--- src/rtl/biquad_loader_pkg.sv ---
// ---------------------------------------------------------------------------
// biquad_loader_pkg
//   Shared definitions for the biquad coefficient loader:
//     loader_state_t  - controller states (IDLE, WR, RD, GAP, UPD)
//     ERR_CODE_*      - values reported on err_code_o
//     STAGE_SEL_BIT   - address bit that selects the biquad stage
//   stage_of() pulls the stage-select bit out of a coefficient address.
// ---------------------------------------------------------------------------
package biquad_loader_pkg;

  typedef enum logic [2:0] {
    IDLE = 3'd0,  // waiting for a coefficient write request
    WR   = 3'd1,  // Wishbone write strobe outstanding
    RD   = 3'd2,  // verify read strobe outstanding
    GAP  = 3'd3,  // one bus-idle cycle before (re)issuing a strobe
    UPD  = 3'd4   // commit pulse after the last word of a set
  } loader_state_t;

  localparam logic [1:0] ERR_CODE_NONE    = 2'b00;
  localparam logic [1:0] ERR_CODE_BUS     = 2'b01;  // bus error or retries exhausted
  localparam logic [1:0] ERR_CODE_TIMEOUT = 2'b10;
  localparam logic [1:0] ERR_CODE_VERIFY  = 2'b11;

  // Address bit 7 chooses which biquad stage a coefficient belongs to.
  localparam int unsigned STAGE_SEL_BIT = 7;

  function automatic logic stage_of(input logic [7:0] adr);
    return adr[STAGE_SEL_BIT];
  endfunction

endpackage

--- src/rtl/biquad_coeff_loader.sv ---
// ---------------------------------------------------------------------------
// biquad_coeff_loader
//   Takes coefficient write requests and performs each one as a Wishbone
//   classic write, optionally followed by a read-back compare. Retries on
//   wb_rty_i, aborts on error or timeout, and pulses notch_update_o/done_o
//   once the final word of a coefficient set has landed cleanly.
//
// Ports
//   wb_clk_i, wb_rst_n_i       clock, asynchronous active-low reset
//   cmd_valid_i/cmd_ready_o    request handshake
//   cmd_adr_i, cmd_dat_i       coefficient address (bit 7 = stage) and word
//   cmd_last_i                 final word of a coefficient set
//   wb_cyc_o, wb_stb_o, wb_we_o, wb_adr_o, wb_dat_o, wb_sel_o
//                              Wishbone initiator outputs (sel fixed 4'hF)
//   wb_dat_i, wb_ack_i, wb_err_i, wb_rty_i
//                              Wishbone target read data and terminations
//   notch_update_o, done_o     one-cycle pulses on a clean set completion
//   busy_o                     high whenever the controller is not in IDLE
//   err_o, err_code_o          sticky error flag and first error code
//   clr_i                      clears err_o / err_code_o only
//
// Handshake: a request transfers on a rising clock edge where cmd_valid_i
// and cmd_ready_o are both high. cmd_ready_o is registered and is high only
// in IDLE with no sticky error, so at most one request is ever in flight.
// The requester must hold address, data and last stable while valid is high.
//
// All outputs come from registers loaded from the next-state decode, so the
// bus controls change exactly one cycle after the decision that caused them.
// ---------------------------------------------------------------------------
module biquad_coeff_loader
  import biquad_loader_pkg::*;
#(
  parameter string WBCLKTYPE = "NONE",
  parameter int    VERIFY    = 1,
  parameter int    MAX_RETRY = 3,
  parameter int    TIMEOUT   = 255
) (
  input  logic        wb_clk_i,
  input  logic        wb_rst_n_i,
  input  logic        cmd_valid_i,
  output logic        cmd_ready_o,
  input  logic [7:0]  cmd_adr_i,
  input  logic [31:0] cmd_dat_i,
  input  logic        cmd_last_i,
  output logic        wb_cyc_o,
  output logic        wb_stb_o,
  output logic        wb_we_o,
  output logic [7:0]  wb_adr_o,
  output logic [31:0] wb_dat_o,
  output logic [3:0]  wb_sel_o,
  input  logic [31:0] wb_dat_i,
  input  logic        wb_ack_i,
  input  logic        wb_err_i,
  input  logic        wb_rty_i,
  output logic        notch_update_o,
  output logic        busy_o,
  output logic        done_o,
  output logic        err_o,
  output logic [1:0]  err_code_o,
  input  logic        clr_i
);

  localparam int RTY_W = (MAX_RETRY < 1) ? 1 : $clog2(MAX_RETRY + 1);
  localparam int TO_W  = (TIMEOUT < 2) ? 1 : $clog2(TIMEOUT + 1);

  localparam logic [RTY_W-1:0] RTY_LIMIT = RTY_W'(MAX_RETRY);
  // The counter holds the number of already-elapsed silent strobe cycles, so
  // the abort decision is taken in the TIMEOUT-th strobe cycle.
  localparam logic [TO_W-1:0]  TO_LAST   = TO_W'(TIMEOUT - 1);

  // State and datapath registers
  loader_state_t     state_q, state_d;
  logic              rd_phase_q, rd_phase_d;  // next strobe from GAP is the read
  logic [RTY_W-1:0]  rty_q, rty_d;
  logic [TO_W-1:0]   to_q, to_d;
  logic [7:0]        adr_q;
  logic [31:0]       dat_q;
  logic              last_q;
  logic              err_q, err_d;
  logic [1:0]        code_q, code_d;

  // Registered outputs
  logic              cyc_q, stb_q, we_q;
  logic              notch_q, done_q, busy_q, ready_q;

  // Decode helpers
  logic              accept;
  logic              fail;
  logic [1:0]        fail_code;
  logic              strobe_d;

  // -------------------------------------------------------------------------
  // Next-state decode
  // -------------------------------------------------------------------------
  always_comb begin
    state_d    = state_q;
    rd_phase_d = rd_phase_q;
    rty_d      = rty_q;
    to_d       = '0;  // any cycle that does not extend a silent strobe restarts it
    accept     = 1'b0;
    fail       = 1'b0;
    fail_code  = ERR_CODE_NONE;

    case (state_q)
      IDLE: begin
        if (cmd_valid_i && ready_q) begin
          accept     = 1'b1;
          state_d    = WR;
          rd_phase_d = 1'b0;
          rty_d      = '0;
        end
      end

      WR, RD: begin
        // err outranks both ack and rty when they coincide.
        if (wb_err_i) begin
          fail      = 1'b1;
          fail_code = ERR_CODE_BUS;
        end else if (wb_rty_i) begin
          // The retry budget is shared by the write and its read-back.
          if (rty_q < RTY_LIMIT) begin
            rty_d   = rty_q + RTY_W'(1);
            state_d = GAP;
          end else begin
            fail      = 1'b1;
            fail_code = ERR_CODE_BUS;
          end
        end else if (wb_ack_i) begin
          if ((state_q == WR) && (VERIFY != 0)) begin
            // Drop the cycle for one clock, then read the same address back.
            rd_phase_d = 1'b1;
            state_d    = GAP;
          end else if ((state_q == RD) && (wb_dat_i != dat_q)) begin
            fail      = 1'b1;
            fail_code = ERR_CODE_VERIFY;
          end else begin
            state_d = last_q ? UPD : IDLE;
          end
        end else if (to_q == TO_LAST) begin
          fail      = 1'b1;
          fail_code = ERR_CODE_TIMEOUT;
        end else begin
          to_d = to_q + TO_W'(1);
        end
      end

      GAP:     state_d = rd_phase_q ? RD : WR;
      UPD:     state_d = IDLE;
      default: state_d = IDLE;
    endcase

    if (fail) begin
      state_d = IDLE;
    end

    strobe_d = (state_d == WR) || (state_d == RD);
  end

  // -------------------------------------------------------------------------
  // Sticky error flags. A new error beats a simultaneous clear, and the first
  // recorded code is kept until software clears it.
  // -------------------------------------------------------------------------
  always_comb begin
    err_d  = err_q;
    code_d = code_q;
    if (clr_i) begin
      err_d  = 1'b0;
      code_d = ERR_CODE_NONE;
    end
    if (fail) begin
      err_d = 1'b1;
      if (!err_q || clr_i) begin
        code_d = fail_code;
      end
    end
  end

  // -------------------------------------------------------------------------
  // Registers
  // -------------------------------------------------------------------------
  always_ff @(posedge wb_clk_i or negedge wb_rst_n_i) begin
    if (!wb_rst_n_i) begin
      state_q    <= IDLE;
      rd_phase_q <= 1'b0;
      rty_q      <= '0;
      to_q       <= '0;
      adr_q      <= '0;
      dat_q      <= '0;
      last_q     <= 1'b0;
      err_q      <= 1'b0;
      code_q     <= ERR_CODE_NONE;
      cyc_q      <= 1'b0;
      stb_q      <= 1'b0;
      we_q       <= 1'b0;
      notch_q    <= 1'b0;
      done_q     <= 1'b0;
      busy_q     <= 1'b0;
      ready_q    <= 1'b0;
    end else begin
      state_q    <= state_d;
      rd_phase_q <= rd_phase_d;
      rty_q      <= rty_d;
      to_q       <= to_d;
      err_q      <= err_d;
      code_q     <= code_d;
      if (accept) begin
        adr_q  <= cmd_adr_i;
        dat_q  <= cmd_dat_i;
        last_q <= cmd_last_i;
      end
      cyc_q   <= strobe_d;
      stb_q   <= strobe_d;
      we_q    <= (state_d == WR);
      notch_q <= (state_d == UPD);
      done_q  <= (state_d == UPD);
      busy_q  <= (state_d != IDLE);
      ready_q <= (state_d == IDLE) && !err_d;
    end
  end

  assign cmd_ready_o    = ready_q;
  assign wb_cyc_o       = cyc_q;
  assign wb_stb_o       = stb_q;
  assign wb_we_o        = we_q;
  assign wb_adr_o       = adr_q;
  assign wb_dat_o       = dat_q;
  assign wb_sel_o       = 4'hF;
  assign notch_update_o = notch_q;
  assign done_o         = done_q;
  assign busy_o         = busy_q;
  assign err_o          = err_q;
  assign err_code_o     = code_q;

endmodule

--- config.mk ---
export PLATFORM = sky130hd
export DESIGN_NAME = biquad_coeff_loader
export DESIGN_NICKNAME = d
export VERILOG_FILES = /design/src/rtl/biquad_loader_pkg.sv /design/src/rtl/biquad_coeff_loader.sv
export SDC_FILE = /design/constraint.sdc
export NUM_CORES = 1
export LEC_CHECK = 0
export BUFFER_PORTS_ARGS = -buffer_cell sky130_fd_sc_hd__clkbuf_2
export CORE_AREA = 10 10 99 101
export DETAILED_ROUTE_END_ITERATION = 12
export DIE_AREA = 0 0 109 111
export PLACE_DENSITY = 0.7
export SYNTH_ARGS = -nofsm -noshare
export SYNTH_HDL_FRONTEND = slang
export SYNTH_SLANG_ARGS = --single-unit
--- constraint.sdc ---
create_clock -name wb_clk_i -period 1.9 [get_ports wb_clk_i]
set_clock_uncertainty 0.05 [all_clocks]
set_input_delay 0.38 -clock wb_clk_i [delete_from_list [all_inputs] [get_ports wb_clk_i]]
set_output_delay 0.38 -clock wb_clk_i [all_outputs]
set_load 0.01 [all_outputs]
==> results by group, run 1 <==
Outcome
  • Status: complete, but fails checks
  • Violated checks: setup timing

Detailed routing
  • Post-route ant nets: 0
  • Initial DRT Pass Iterations: 4
  • # DRC: 0
  • Routed WL per cell: 14.6 µm
  • Starting DRT DRC Count: 89
  • Via density: 4.61
  • Total wire length: 9.11 mm
  • Routed vias: 2880

Floorplanning
  • Width of the die: 109 µm
  • Starting density of the core: 0.383
  • Core Footprint: 0.00797 mm²
  • Die Y: 111 µm
  • Num rows: 33
  • Boundary pin count: 134
  • Die area: 0.0121 mm²

GRT
  • Total congestion overflow: 0
  • Gr usage total: 0.153
  • Vias in the first global route: 3045
  • Global-route wire length before repair: 14.7 mm
  • Largest net degree at the start of global routing: 64
  • Number of antenna violations at the first check in global routing: 0

Place
  • Number of I/O port buffers: 129
  • Dpl ws: -0.300 ns
  • RD Place Congestion: 0.850
  • Dpl hpwl: 7.00 mm

Clock tree
  • Root Buffer: clkbuf_8
  • Hold buffers post-CTS: 0
  • Total CTS buffers: 9
  • CTS tree: yes
  • H-tree Lvls: 3
  • Clock Tree Buf Depth: 2
  • Worst skew pair latency: 0.33 ns
  • Worst-path clk slew: 0.07 ns
  • Clock sink total: 63

Yosys
  • Synth top area cells: dfrtp_1 52%, nand2_1 16%, xor2_1 10%, nor2_1 2.1%, buf_4 1.7%
  • Top_reg_cell synth: dfrtp_1
  • Yosys top cell by area: dfrtp_1
  • Ys async rst share: 1.00
  • Cells after Synth: 336
  • Most frequent cell after synthesis: nand2_1
  • Post-synthesis compound-gate area fraction: 0.0545
  • Number of synthesized flops with an enable pin: 0
  • Synthesized area: 0.00305 mm²
  • Seq/Total Area, Yosys: 0.517
  • Top cell type's share of synthesized area: 0.517
  • Post-synthesis xor/xnor area fraction: 0.109
  • Synth Warn #: 0
  • Multiplexer share of the synthesized area: 0.00328
  • Count of state elements after synthesis: 63
  • Largest family of logic cells by synthesized area: simple AND/OR/NAND/NOR gates
  • Mean Syn Cell Area: 9.08 µm²
  • Post-synth top cells: 132 x nand2_1, 63 x dfrtp_1, 36 x xor2_1
  • Simple-Gate Fraction of Synth Area: 0.267
  • Post-synthesis cell type count: 44
  • Post-synthesis adder-cell area fraction: 0.0123

Critical path
  • CP Max Fanout: 5
  • Crit Reg-Reg Startpoint: state_q[1]
  • Setup crit start kind: register
  • Req. time, crit path: 2.07 ns
  • Critical Path Source: state_q[1]
  • Crit path DAT: 2.17 ns
  • Crit path capture type: register
  • Kind of critical path: reg -> reg

Pwr
  • Switch Pwr: 2.33 mW
  • VDD IR max: 0.686 mV
  • Total power: 6.17 mW
  • Combinational fraction of design power: 0.482
  • Pwr/cell area: 1390 mW/mm²
  • Clk network pwr share: 0.161
  • Flop pwr share: 0.357
  • Sw Share: 0.379
  • Total internal power: 3.83 mW
  • Leakage Power: 2.45 nW

Timing
  • RSZ-0062 raised after global routing: yes
  • Max Clk Rate: 499 MHz
  • Endpoints failing setup: 6
  • Hold Violations, Final: 0
  • Final period utilization: 1.05
  • Slew Limit Fails: 0
  • Final min period: 2.00 ns
  • Setup ws final: -0.103 ns

Cells and area
  • Layout cell share with drive strength beyond 1: 0.421
  • Register Area: 0.00158 mm²
  • Ant diodes: 0
  • Fin util: 0.556
  • Area Growth Syn to Fin: 45.2%
  • Layout fillers: 751
  • Post-layout nets: 599
  • Multi-input logic area: 0.00146 mm²

Worst hold path
  • Hold Crit Class: in -> async

Run
  • Max Cap Violations: 0
-- path summary, 6_finish.rpt --
check                                to  slack, ns  depth (start not counted)
setup / recovery               wb_stb_o      -0.10                          9
hold reg to reg             wb_adr_o[4]       0.43                          2
min in group wb_clk_i       wb_dat_o[2]       0.19                          3
max in group asynchronous   wb_adr_o[3]       1.51                          2
setup reg to reg               wb_stb_o      -0.10                          9
hold / removal             wb_dat_o[14]       0.01                          2
-- power by group through the flow --
stage	sequential [mW]	clock (mW)	combinational (mW)
after global placement	2.22	0	2.74
after floorplan	2.45	0	1.14
final	2.20	0.995	2.97
after CTS	2.21	1.03	2.92
after global routing	2.26	1.10	3.30
after detailed placement	2.24	0	2.81
-- worst max-delay path, stage by stage (launching register included) --
cell       delay [ns]
dfrtp_1          0.37
buf_4            0.14
buf_4            0.12
nand2b_2         0.11
a2bb2oi_1        0.16
o21ai_0          0.24
nor3_2           0.08
buf_4            0.15
o21ba_4          0.20
a2111oi_2        0.28
-- cells by family after synthesis --
kind of cell / count (synthesis)
simple gates: 187
flops: 63
xor+xnor: 38
compound gates: 22
buf+inv: 21
fa+ha+maj: 3
other cells: 1
mux: 1
-- layout by cell type, fill, tap and decap left out, types with 3 or more instances in the layout --
cell / netlist / routed
nand2_1: 132 / 132
clkbuf_2: 0 / 129
dfrtp_1: 63 / 63
buf_4: 7 / 51
xor2_1: 36 / 36
nor2_1: 17 / 16
clkbuf_8: 0 / 10
nand2b_1: 5 / 5
nand3_1: 4 / 4
nor4_1: 8 / 4
nor4_2: 0 / 4
conb_1: 1 / 4
nor3_1: 4 / 3
nand4_1: 3 / 3
a21oi_1: 3 / 3
o21ai_0: 5 / 3
clkinv_2: 0 / 3
-- metal layers --
metal,GRT usage,vias up,wire [µm]
li1,-,1434,-
met1,0.163,1343,3410
met2,0.256,93,4710
met3,0.0692,10,802
met4,0.0616,0,184
met5,0,-,0
-- flip-flops by register name, summed over array words and instances, names as in the netlist --
name / cells
err_o: 1
wb_stb_o: 1
err_code_o: 2
to_q: 8
busy_o: 1
rd_phase_q: 1
wb_we_o: 1
state_q: 3
cmd_ready_o: 1
wb_dat_o: 32
done_o: 1
wb_adr_o: 8
last_q: 1
rty_q: 2
-- through the flow --
step	setup TNS, ns	area [µm²]	hold WS (ns)	cells
CTS	-0.373	4360	0.0111	621
floorplan	-0.00229	3070	0.0344	339
global placement	-1.60	4130	0.374	601
finish	-0.444	4430	0.0120	625
detailed placement	-1.85	4130	0.376	601
global route	-1.29	4430	0.0276	625
-- cell type report --
cell class	instances	area share
Clock buffer	11	0.0319
Timing Repair Buffer	184	0.246
Tap cell	105	0.0297
Multi-Input combinational cell	255	0.329
Clock inverter	4	0.00508
Inverter	3	0.00254
Sequential cell	63	0.356
-- timing repair --
item,in CTS,in global routing
endpoints found under the setup margin,9,19
buffers inserted,5,4
resized for setup,7,9
cloned,0,0
pin swaps,14,8
Note: power is estimated with default switching activity, not from simulation.
==> run 2, diff against run 1 <==
Settings changed: CTS_BUF_LIST from default to sky130_fd_sc_hd__clkbuf_4 sky130_fd_sc_hd__clkbuf_8 sky130_fd_sc_hd__clkbuf_16, GPL_ROUTABILITY_DRIVEN from default to 0, SKIP_CTS_REPAIR_TIMING from default to 1.
==> results by group, run 2 (same netlist as run 1, synthesis figures left out) <==
Critical path
  • Req. time, crit path: 2.05 ns
  • Setup crit start kind: register
  • Crit-path slowest cell: dfrtp_1
  • R2R setup slack: -0.11 ns
  • Critical Path Max Stage Delay: 0.39 ns
  • Kind of critical path: reg -> reg
  • Crit path DAT: 2.16 ns
  • CP Max Fanout: 5
  • Crit path capture type: register
  • Crit path cell chain: xor2_1, nor4_1, nand4_1, o21ai_2, buf_4, and3_4, a2111oi_2

Timing
  • RSZ-0062 raised after global routing: yes
  • Setup ws final: -0.106 ns
  • Hold Violations, Final: 0
  • Setup TNS: -0.489 ns
  • Slew Limit Fails: 0
  • Final min period: 2.01 ns
  • Final period utilization: 1.06
  • Endpoints failing setup: 6
  • Max Clk Rate: 499 MHz

Pwr
  • Pwr/cell area: 1400 mW/mm²
  • VDD IR max: 0.715 mV
  • Total power: 6.13 mW
  • Leakage Power: 2.43 nW

Detailed routing
  • Starting DRT DRC Count: 98
  • Via density: 4.54
  • Initial DRT Pass Iterations: 5
  • Post-route ant nets: 0
  • # DRC: 0
  • Total wire length: 9.06 mm
  • Routed WL per cell: 14.6 µm
  • Routed vias: 2815

Floorplanning
  • Die Y: 111 µm
  • Width of the die: 109 µm
  • Num rows: 33
  • Starting density of the core: 0.383
  • Die area: 0.0121 mm²
  • Boundary pin count: 134
  • Core Footprint: 0.00797 mm²

Place
  • Dpl hpwl: 7.00 mm
  • Dpl ws: -0.300 ns
  • Number of I/O port buffers: 129

Cells and area
  • Most frequent cells in the layout: 132 x nand2_1, 129 x clkbuf_2, 63 x dfrtp_1
  • Multi-input logic area: 0.00145 mm²
  • Area Growth Syn to Fin: 43.5%
  • Max reg flops: 32
  • Ant diodes: 0
  • Layout fillers: 756
  • Register Area: 0.00158 mm²
  • Layout cell share with drive strength beyond 1: 0.414
  • Commonest non-fill, non-tap cell in the layout: nand2_1
  • Post-layout nets: 594

GRT
  • Gr usage total: 0.152
  • Total congestion overflow: 0
  • Number of antenna violations at the first check in global routing: 0
  • Global-route wire length before repair: 14.6 mm
  • Vias in the first global route: 2992
  • Largest net degree at the start of global routing: 64

Clock tree
  • Root Buffer: clkbuf_8
  • Total CTS buffers: 9
  • Worst skew pair latency: 0.33 ns
  • Clock sink total: 63
  • H-tree Lvls: 3
  • Clock Tree Buf Depth: 2
  • CTS tree: yes
  • Worst-path clk slew: 0.07 ns

Worst hold path
  • Hold Crit Class: in -> async

Outcome
  • Status: complete, but fails checks
  • Violated checks: setup timing

Run
  • Max Cap Violations: 0
[run 2: power by group]
part / leakage, nW / total, mW / internal (mW) / switching, mW
Sequential: 0.807 / 2.21 / 1.85 / 0.362
Clock: 0.0884 / 1.01 / 0.509 / 0.501
Combinational: 1.53 / 2.90 / 1.44 / 1.46
[run 2: worst paths after layout]
path,start,end,cells after the start
max in group asynchronous,wb_rst_n_i,wb_adr_o[1],2
hold reg to reg,wb_adr_o[4],wb_adr_o[4],2
setup / recovery,wb_dat_o[30],wb_stb_o,7
min in group wb_clk_i,cmd_dat_i[12],wb_dat_o[12],3
setup reg to reg,wb_dat_o[30],wb_stb_o,7
hold / removal,wb_rst_n_i,wb_dat_o[14],2
[run 2: cell type report]
cell class | count | area share
Timing Repair Buffer | 179 | 0.239
Tap cell | 105 | 0.0300
Sequential cell | 63 | 0.360
Clock inverter | 4 | 0.00514
Inverter | 3 | 0.00257
Clock buffer | 11 | 0.0331
Multi-Input combinational cell | 255 | 0.330
[run 2: per-stage QoR]
stage	area (µm²)	hold slack, ns	util	std cells
3_3_place_gp	4130	0.374	0.518	601
5_1_grt	4380	0.0276	0.550	620
6_report	4380	0.00896	0.550	620
2_1_floorplan	3070	0.0344	-	339
4_1_cts	4290	0.0111	0.539	616
3_5_place_dp	4130	0.376	0.518	601
[run 2: metal layers]
metal | wire, µm | vias up | part of all wire | track usage
met5 | 0 | - | 0 | 0
met4 | 184 | 0 | 0.020 | 0.0598
met3 | 750 | 10 | 0.083 | 0.0674
met2 | 4620 | 87 | 0.51 | 0.251
met1 | 3510 | 1294 | 0.39 | 0.165
li1 | - | 1424 | - | -
[run 2: worst max-delay path, delay by kind of cell (launching register included)]
family / cells / cell delay (ns)
compound gates: 2 / 0.31
xor+xnor: 1 / 0.15
buf+inv: 1 / 0.15
flops: 1 / 0.39
simple gates: 3 / 0.83
